[src/rtl/mc_dst_fork.sv]
// Multicast destination fork: holds one flit and splits its destination
// list across output ports using allocator grants. Copies are launched
// from registers. MODE 0 puts any ungranted destinations on the
// lowest-index granted copy. MODE 1 keeps ungranted destinations and
// retries them.
//
// Handshake: the input side uses valid/ready. A flit transfers on any
// rising edge where in_valid and in_ready are both high. in_ready does
// not depend on in_valid. It may rise in the release cycle, so a new
// flit can load without a bubble. The allocator side has no
// backpressure: out_valid[p] is a one-cycle pulse for every granted
// port p.
module mc_dst_fork #(
  parameter int NUM_PORT  = 5,
  parameter int FIELD_W   = 4,
  parameter int DATA_W    = 64,
  parameter int MODE      = 0,
  parameter int MAX_RETRY = 15
) (
  input  logic                            clk,
  input  logic                            rst_n,
  input  logic                            in_valid,
  output logic                            in_ready,
  input  logic [NUM_PORT*FIELD_W-1:0]     in_dst,
  input  logic [DATA_W-1:0]               in_data,
  output logic [NUM_PORT-1:0]             req_pv,
  input  logic [NUM_PORT-1:0]             alloc_pv,
  output logic [NUM_PORT-1:0]             out_valid,
  output logic [NUM_PORT*NUM_PORT*FIELD_W-1:0] out_dst,
  output logic [NUM_PORT*DATA_W-1:0]      out_data,
  output logic                            busy,
  output logic                            starve
);

  localparam int DST_W   = NUM_PORT * FIELD_W;
  localparam int RETRY_W = $clog2(MAX_RETRY + 1);

  typedef enum logic {IDLE = 1'b0, HOLD = 1'b1} state_t;

  state_t               state;
  logic [DST_W-1:0]     residual;
  logic [DATA_W-1:0]    data_q;
  logic [RETRY_W-1:0]   retry;
  logic [RETRY_W-1:0]   retry_next;
  logic [NUM_PORT-1:0]  g;
  logic [NUM_PORT-1:0]  prim;
  logic [DST_W-1:0]     grant_mask;
  logic [DST_W-1:0]     residual_hold_next;
  logic [DST_W-1:0]     copy_dst [NUM_PORT];
  logic                 release_hold;
  logic                 accept;

  function automatic logic [DST_W-1:0] field_mask(input int p);
    field_mask = '0;
    field_mask[p*FIELD_W +: FIELD_W] = '1;
  endfunction

  assign busy = (state == HOLD);

  // Request every port that still owns a nonzero field of the held residual.
  always_comb begin
    req_pv = '0;
    for (int p = 0; p < NUM_PORT; p++) begin
      req_pv[p] = |residual[p*FIELD_W +: FIELD_W];
    end
  end

  // Grants count only for requested ports while a flit is held.
  // prim is the lowest-index granted port, in one-hot form.
  assign g    = busy ? (alloc_pv & req_pv) : '0;
  assign prim = g & (~g + NUM_PORT'(1));

  // Union of the field masks of all granted ports.
  always_comb begin
    grant_mask = '0;
    for (int p = 0; p < NUM_PORT; p++) begin
      if (g[p]) grant_mask = grant_mask | field_mask(p);
    end
  end

  // Destination subset for each port's copy. In MODE 0 the primary copy
  // carries everything that no other granted port takes.
  always_comb begin
    for (int p = 0; p < NUM_PORT; p++) begin
      copy_dst[p] = residual & field_mask(p);
      if (MODE == 0 && prim[p]) begin
        copy_dst[p] = residual & ~(grant_mask & ~field_mask(p));
      end
    end
  end

  // Residual after this hold cycle, and the release decision.
  always_comb begin
    if (MODE == 1) begin
      residual_hold_next = residual & ~grant_mask;
      release_hold       = busy && (residual_hold_next == '0);
    end else begin
      residual_hold_next = (g != '0) ? '0 : residual;
      release_hold       = busy && (g != '0);
    end
  end

  assign in_ready = !busy || release_hold;
  assign accept   = in_valid && in_ready;

  // Retry counter: cleared on load or on any grant; saturates on zero-grant cycles.
  always_comb begin
    retry_next = retry;
    if (accept && (in_dst != '0)) begin
      retry_next = '0;
    end else if (busy) begin
      if (g != '0)                               retry_next = '0;
      else if (retry != RETRY_W'(MAX_RETRY))     retry_next = retry + RETRY_W'(1);
    end
  end

  // Control FSM: load, hold, release; registered starve flag.
  always_ff @(posedge clk or negedge rst_n) begin
    if (!rst_n) begin
      state    <= IDLE;
      residual <= '0;
      data_q   <= '0;
      retry    <= '0;
      starve   <= 1'b0;
    end else begin
      if (accept) begin
        if (in_dst != '0) begin
          state    <= HOLD;
          residual <= in_dst;
          data_q   <= in_data;
        end else begin
          state    <= IDLE;
          residual <= '0;
        end
      end else if (busy) begin
        residual <= residual_hold_next;
        if (release_hold) state <= IDLE;
      end
      retry  <= retry_next;
      starve <= (retry_next == RETRY_W'(MAX_RETRY));
    end
  end

  // Launch registered copies on granted ports. Slices of idle ports keep their last value.
  always_ff @(posedge clk or negedge rst_n) begin
    if (!rst_n) begin
      out_valid <= '0;
      out_dst   <= '0;
      out_data  <= '0;
    end else begin
      out_valid <= g;
      for (int p = 0; p < NUM_PORT; p++) begin
        if (g[p]) begin
          out_dst[p*DST_W +: DST_W]    <= copy_dst[p];
          out_data[p*DATA_W +: DATA_W] <= data_q;
        end
      end
    end
  end

endmodule

[config.mk]
export PLATFORM = sky130hd
export DESIGN_NAME = mc_dst_fork
export DESIGN_NICKNAME = d
export VERILOG_FILES = /design/src/rtl/mc_dst_fork.sv
export SDC_FILE = /design/constraint.sdc
export NUM_CORES = 1
export LEC_CHECK = 0
export ABC_AREA = 1
export BUFFER_PORTS_ARGS = -buffer_cell sky130_fd_sc_hd__buf_4
export CORE_AREA = 2 2 204 206
export CTS_CLUSTER_SIZE = 16
export DETAILED_ROUTE_END_ITERATION = 8
export DIE_AREA = 0 0 206 208
export PLACE_DENSITY = 0.71
export SKIP_LAST_GASP = 1
export SYNTH_ARGS = -nofsm -noshare
export SYNTH_HDL_FRONTEND = slang
export SYNTH_SLANG_ARGS = --single-unit
[constraint.sdc]
create_clock -name clk -period 1.9 [get_ports clk]
set_input_delay 0.19 -clock clk [delete_from_list [all_inputs] [get_ports clk]]
set_output_delay 0.19 -clock clk [all_outputs]
set_load 0.02 [all_outputs]
[Word level (Yosys, flattened, before mapping)]
Cells that the tools add are included.
Cells by class
  add/subtract/negate cells: 2
  eq/ne operators: 2
  mux-type cells: 23
  bitwise gates (word level): 13
  reductions and logical operators: 16
Operator list (count)
  20-bit two-way mux: 10
  20-bit bitwise AND: 5
  20-bit NOT: 4
  4-bit two-way mux: 5
  16-bit NOT with 20-bit output: 1
  20-bit nonzero test: 1
  4-bit OR reduction: 5
  16-bit two-way mux: 1
  12-bit two-way mux: 1
  5-bit bitwise AND: 2
  8-bit two-way mux: 1
  5-bit by 1-bit adder with 5-bit output (second input constant): 1
  5-bit two-way mux: 1
  5-bit NOT: 1
  5-bit nonzero test: 1
  4-bit by 1-bit adder with 4-bit output (second input constant): 1
  4-bit equality test (second input constant): 1
  1-bit two-way mux: 4
  4-bit inequality test (second input constant): 1
  2-bit AND reduction: 2
  2-bit nonzero test: 2
  1-bit logical AND: 3
  1-bit logical NOT: 1
  1-bit logical OR: 1
Storage, ports and cells
  register bits after elaboration: 515
  bits of input ports: 92

[Depth between registers and ports, before layout]
  depth after elaboration: 11
  depth in mapped cells: 12

[Worst setup path after synthesis]
Ideal clock, no wire load.
  kind: reg2reg
  start: register state (netlist: busy)
  end: register state (netlist: busy)
  data arrival time: 1664 ps
  data required time: 1776 ps
  slack: 112 ps
  cell stages (with the launch flop): 12
  path buffers: 3
  cell sequence: dfrtp_1 buf_6 nand2_1 inv_2 nand2_4 nand2_4 nor2_8 nand3_4 nand3_4 buf_12 buf_6 nand2_1
Between the ends
  longest elaborated chain between the ends: 6
  elaborated cells between the ends (all ways): 9
  classes of those cells: mux (4); reduce/logical (5)
RTL lines
  start, declared: line 40  | state_t state;
  start signal, assigned: line 120  | state <= IDLE;
  start signal, assigned: line 128  | state <= HOLD;
  start signal, assigned: line 132  | state <= IDLE;
  5-bit two-way mux: line 70  | assign g = busy ? (alloc_pv & req_pv) : '0;
  5-bit nonzero test: line 99  | release_hold = busy && (g != '0);
  1-bit logical AND: line 99
  1-bit logical OR (*): line 103  | assign in_ready = !busy || release_hold;
  via in_ready: line 23  | output logic in_ready,
  1-bit logical AND (*): line 104  | assign accept = in_valid && in_ready;
  1-bit two-way mux (*): line 126  | if (accept) begin
The timed path passes the listed nets; every way through them passes the cells marked *.
A chain may end at the register's enable or synchronous reset.

[Final worst setup path]
  start: register residual[0]
  end: register data_q[10]
Between the ends
  longest elaborated chain between the ends: 8
RTL lines
  start, declared: line 41  | logic [DST_W-1:0] residual;
  start signal, assigned: line 129  | residual <= in_dst;
  start signal, assigned: line 136  | residual <= residual_hold_next;
  4-bit OR reduction: line 64  | req_pv[p] = |residual[p*FIELD_W +: FIELD_W];
  5-bit bitwise AND: line 70
  5-bit two-way mux: line 70
  5-bit nonzero test: line 99
  1-bit logical AND: line 99
  1-bit logical OR: line 103
  1-bit logical AND: line 104
  2-bit AND reduction (no line)
  end signal, assigned: line 130  | data_q <= in_data;
  end, declared: line 42  | logic [DATA_W-1:0] data_q;
No other way between the ends.

==> summary.log <==
qor: run_status.outcome finished, violations left
qor: run_status.failed_checks setup timing
qor: route.drtAntennaViolNets 0
qor: logic_synthesis.synth-main-ff-cell dfrtp_1
qor: floorplanning.coreArea 40550 µm²
qor: logic_synthesis.number_of_flops_mapped_to_enable_cells_by_yosys 0
qor: grt.number_of_antenna_violations_at_the_first_check_in_global_routing 1
qor: critical_path.endpoint_kind flop
qor: logic_synthesis.synthDominantAreaCellType dfrtp_1
qor: cts.worst_skew_pair.late_latency 590 ps
qor: power_and_ir_drop.power_density 1952 nW/µm²
qor: logic_synthesis.async_flop_share 1.000
qor: route.drt_drc_violations_left 0
qor: power_and_ir_drop.leakage 13.84 nW
qor: logic_synthesis.synth_compound_area_frac 0.1329
qor: floorplanning.floorplan.die_area 42850 µm²
qor: layout.layout-area-overhead-vs-synth 40.61%
qor: cts.clk_pin_slew 60 ps
qor: timing.slew_worst_pin 757.4 ps
qor: timing.timing.max_slew.rel_slack 0.4951
qor: layout.post_route_cells_drive_above_1_share 0.2797
qor: logic_synthesis.count_of_synthesis_stage_warnings_from_yosys 0
qor: logic_synthesis.post_synthesis_mux_area_share 0
qor: placement.globalplace.congestion 0.9011
qor: logic_synthesis.portion_of_synthesized_cell_area_occupied_by_the_leading_cell_type 0.6768
qor: timing.finalHoldWorstSlack 26.83 ps
qor: floorplanning.fp.dieW 206 µm
qor: cts.clkSinkCount 515
qor: grt.globalRouteOverflowTotal 0
qor: logic_synthesis.syn-num-nets 2011
qor: layout.nNetsFinal 2649
qor: logic_synthesis.dominant_combinational_cell_family_by_area_after_synthesis compound AO/OA/AOI/OAI gates
qor: placement.place.port_buffers 524
qor: cts.numCtsBuffers 52
qor: grt.grt_pass1_vias 15.58k
qor: logic_synthesis.synth_fa_ha_area_frac 0.0006571
qor: cts.cts.htree.levels 2
qor: critical_path.timing.critical_path.from_type flop
qor: timing.worst_clock_skew 18.73 ps
qor: job.cap_viol_max_count 0
qor: floorplanning.ioPinCount 525
qor: min_path.class_of_the_most_critical_hold_timing_path input pin to flop
qor: floorplanning.die_height 208 µm
qor: layout.layout.core_utilization 0.6602
qor: logic_synthesis.seq_area_frac_synth 0.6768
qor: critical_path.cp.arrival 2420 ps
qor: timing.final_min_period 1940 ps
qor: route.wl_per_cell 19.71 µm
qor: critical_path.worst_ep_required_time 2380 ps
qor: timing.fmax 0.5155 GHz
qor: cts.clk_root_buffer_cell clkbuf_16
qor: critical_path.critical_path_peak_fanout 9
qor: logic_synthesis.netlist_cell_types 23
qor: grt.pin_count_of_the_biggest_net_entering_global_routing 101
qor: logic_synthesis.synth.cell_area 19040 µm²
qor: timing.setup_violations 4
qor: route.totalWireLength 61590 µm
qor: logic_synthesis.yosys.area_share.simple 0.1249
qor: grt.grt_use_total 0.2788
qor: logic_synthesis.ys_top_cells_by_count nand2_1 (550), dfrtp_1 (515), o21ai_0 (427), inv_1 (183)
qor: cts.tritoncts yes
qor: logic_synthesis.synth.ff_latch_count 515
qor: logic_synthesis.netlist_top_cells_area dfrtp_1 (68%), o21ai_0 (11%), nand2_1 (11%)
qor: timing.timing.final.ws_setup -40.00 ps
qor: logic_synthesis.synthesis.area_per_instance 9.927 µm²
qor: route.vias 15.96k
qor: timing.finalCritPeriodShare 1.021
qor: grt.grt_first_pass_wirelength 91550 µm
qor: route.detailedRoute.firstIterationViolations 1032
qor: power_and_ir_drop.peakVddDrop 0.001111 V
qor: timing.hold_violations 0
qor: route.detail_route.first_pass.iterations 5
qor: floorplanning.initial_cell_density_of_the_core 0.4695
qor: logic_synthesis.synthXorXnorAreaFrac 0.0004600
qor: logic_synthesis.count_of_mapped_cells_out_of_synthesis 1918
qor: floorplanning.row_count 74
qor: critical_path.criticalPathCategory flop to flop
qor: logic_synthesis.cell_with_the_most_instances_after_synthesis nand2_1
qor: route.drt-vias-per-instance 5.106
qor: placement.post-dp-hpwl 41830 µm
qor: timing.rsz0062_at_grt true
qor: cts.ctsLongestPathBuffers 3
qor: timing.slew_violations 0
==> worst paths after layout <==
path	depth (start not counted)	slack (ps)	endpoint	start
min in group asynchronous	2	130	out_data[195]$_DFFE_PN0P_	rst_n
hold / removal	5	30	out_dst[1]$_DFFE_PN0P_	alloc_pv[0]
max in group asynchronous	3	920	out_data[234]$_DFFE_PN0P_	rst_n
hold reg to reg	2	480	data_q[59]$_DFFE_PN0P_	data_q[59]$_DFFE_PN0P_
setup / recovery	13	-40	data_q[10]$_DFFE_PN0P_	residual[0]$_DFFE_PN0P_
setup reg to reg	13	-40	data_q[10]$_DFFE_PN0P_	residual[0]$_DFFE_PN0P_
==> sequential cells by signal, summed over array words and instances (netlist names) <==
register and cells:
out_data 320, retry 4, data_q 64, out_dst 100
out_valid 5, busy 1, residual 20, starve 1
==> kinds of logic after synthesis <==
kind of cell    after synthesis
simple gates                604
flops                       515
compound gates              501
buf+inv                     296
xor+xnor                      1
fa+ha+maj                     1
==> cells in the final DEF (no fill, tap or decap), types with 8 or more instances in the layout <==
cell type	Yosys	final
buf_4	0	574
nand2_1	550	545
dfrtp_1	515	514
o21ai_0	427	427
inv_1	183	183
dlygate4sd3_1	0	86
o21ai_1	66	66
clkbuf_16	0	57
nor2_1	26	20
buf_12	1	15
clkbuf_8	0	13
clkinv_2	0	12
nand3_1	9	8
==> power by group <==
group	total (W)	switching, W	internal, W
Combinational	0.0231	0.0145	0.00863
Sequential	0.0188	0.00304	0.0157
Clock	0.0103	0.00422	0.00612
==> cell type report <==
| class | count | area, µm² |
|---|---|---|
| flip-flops and latches | 515 | 12890 |
| clock buffers | 72 | 1528 |
| repair buffers | 690 | 5796 |
| clock inverters | 18 | 196.4 |
| diodes | 1 | 2.502 |
| multi-input cells | 1107 | 4984 |
| well taps | 532 | 665.6 |
| inverters | 190 | 713.2 |
| fillers | 3150 | 13780 |
==> per-layer routing <==
metal | global-route usage | up-vias | routed length, µm
li1 | - | 7371 | -
met1 | 0.3670 | 7752 | 24510
met2 | 0.4398 | 712 | 29150
met3 | 0.06767 | 121 | 5284
met4 | 0.1239 | 0 | 2642
met5 | 0 | - | 0
==> worst max-delay path, stage by stage, from the launching register on <==
cell,delay (ps)
dfrtp_1,420
nor2_2,130
nand2_2,90
nand2_4,90
nand2_4,70
nor2_8,120
nand3_4,80
buf_4,190
nand3_4,70
buf_12,150
buf_4,130
buf_12,120
nand2_1,50
o21ai_1,130
==> through the flow <==
step / instance area [µm²] / power, W / setup slack, ps / std cells / setup TNS (ps)
floorplan: 19040 / 0.03002 / 111.8 / 1918 / 0
global placement: 23780 / 0.04034 / 160.7 / 2921 / 0
detailed placement: 23780 / 0.04091 / 101.8 / 2921 / 0
CTS: 26460 / 0.05171 / -58.39 / 3107 / -58.39
global route: 26770 / 0.05523 / -117.1 / 3125 / -4396
finish: 26770 / 0.05226 / -40.00 / 3125 / -71.64
==> timing repair <==
| action | CTS | global route |
|---|---|---|
| gates resized for setup | 4 | 17 |
| gates cloned | 0 | 5 |
| hold buffers | 86 | 0 |
| endpoints found under the setup margin | 1 | 149 |
| pin swaps | 8 | 6 |
| hold endpoints to repair | 341 | 0 |
| buffers inserted | 11 | 12 |
Power figures use the tool's default switching activity.
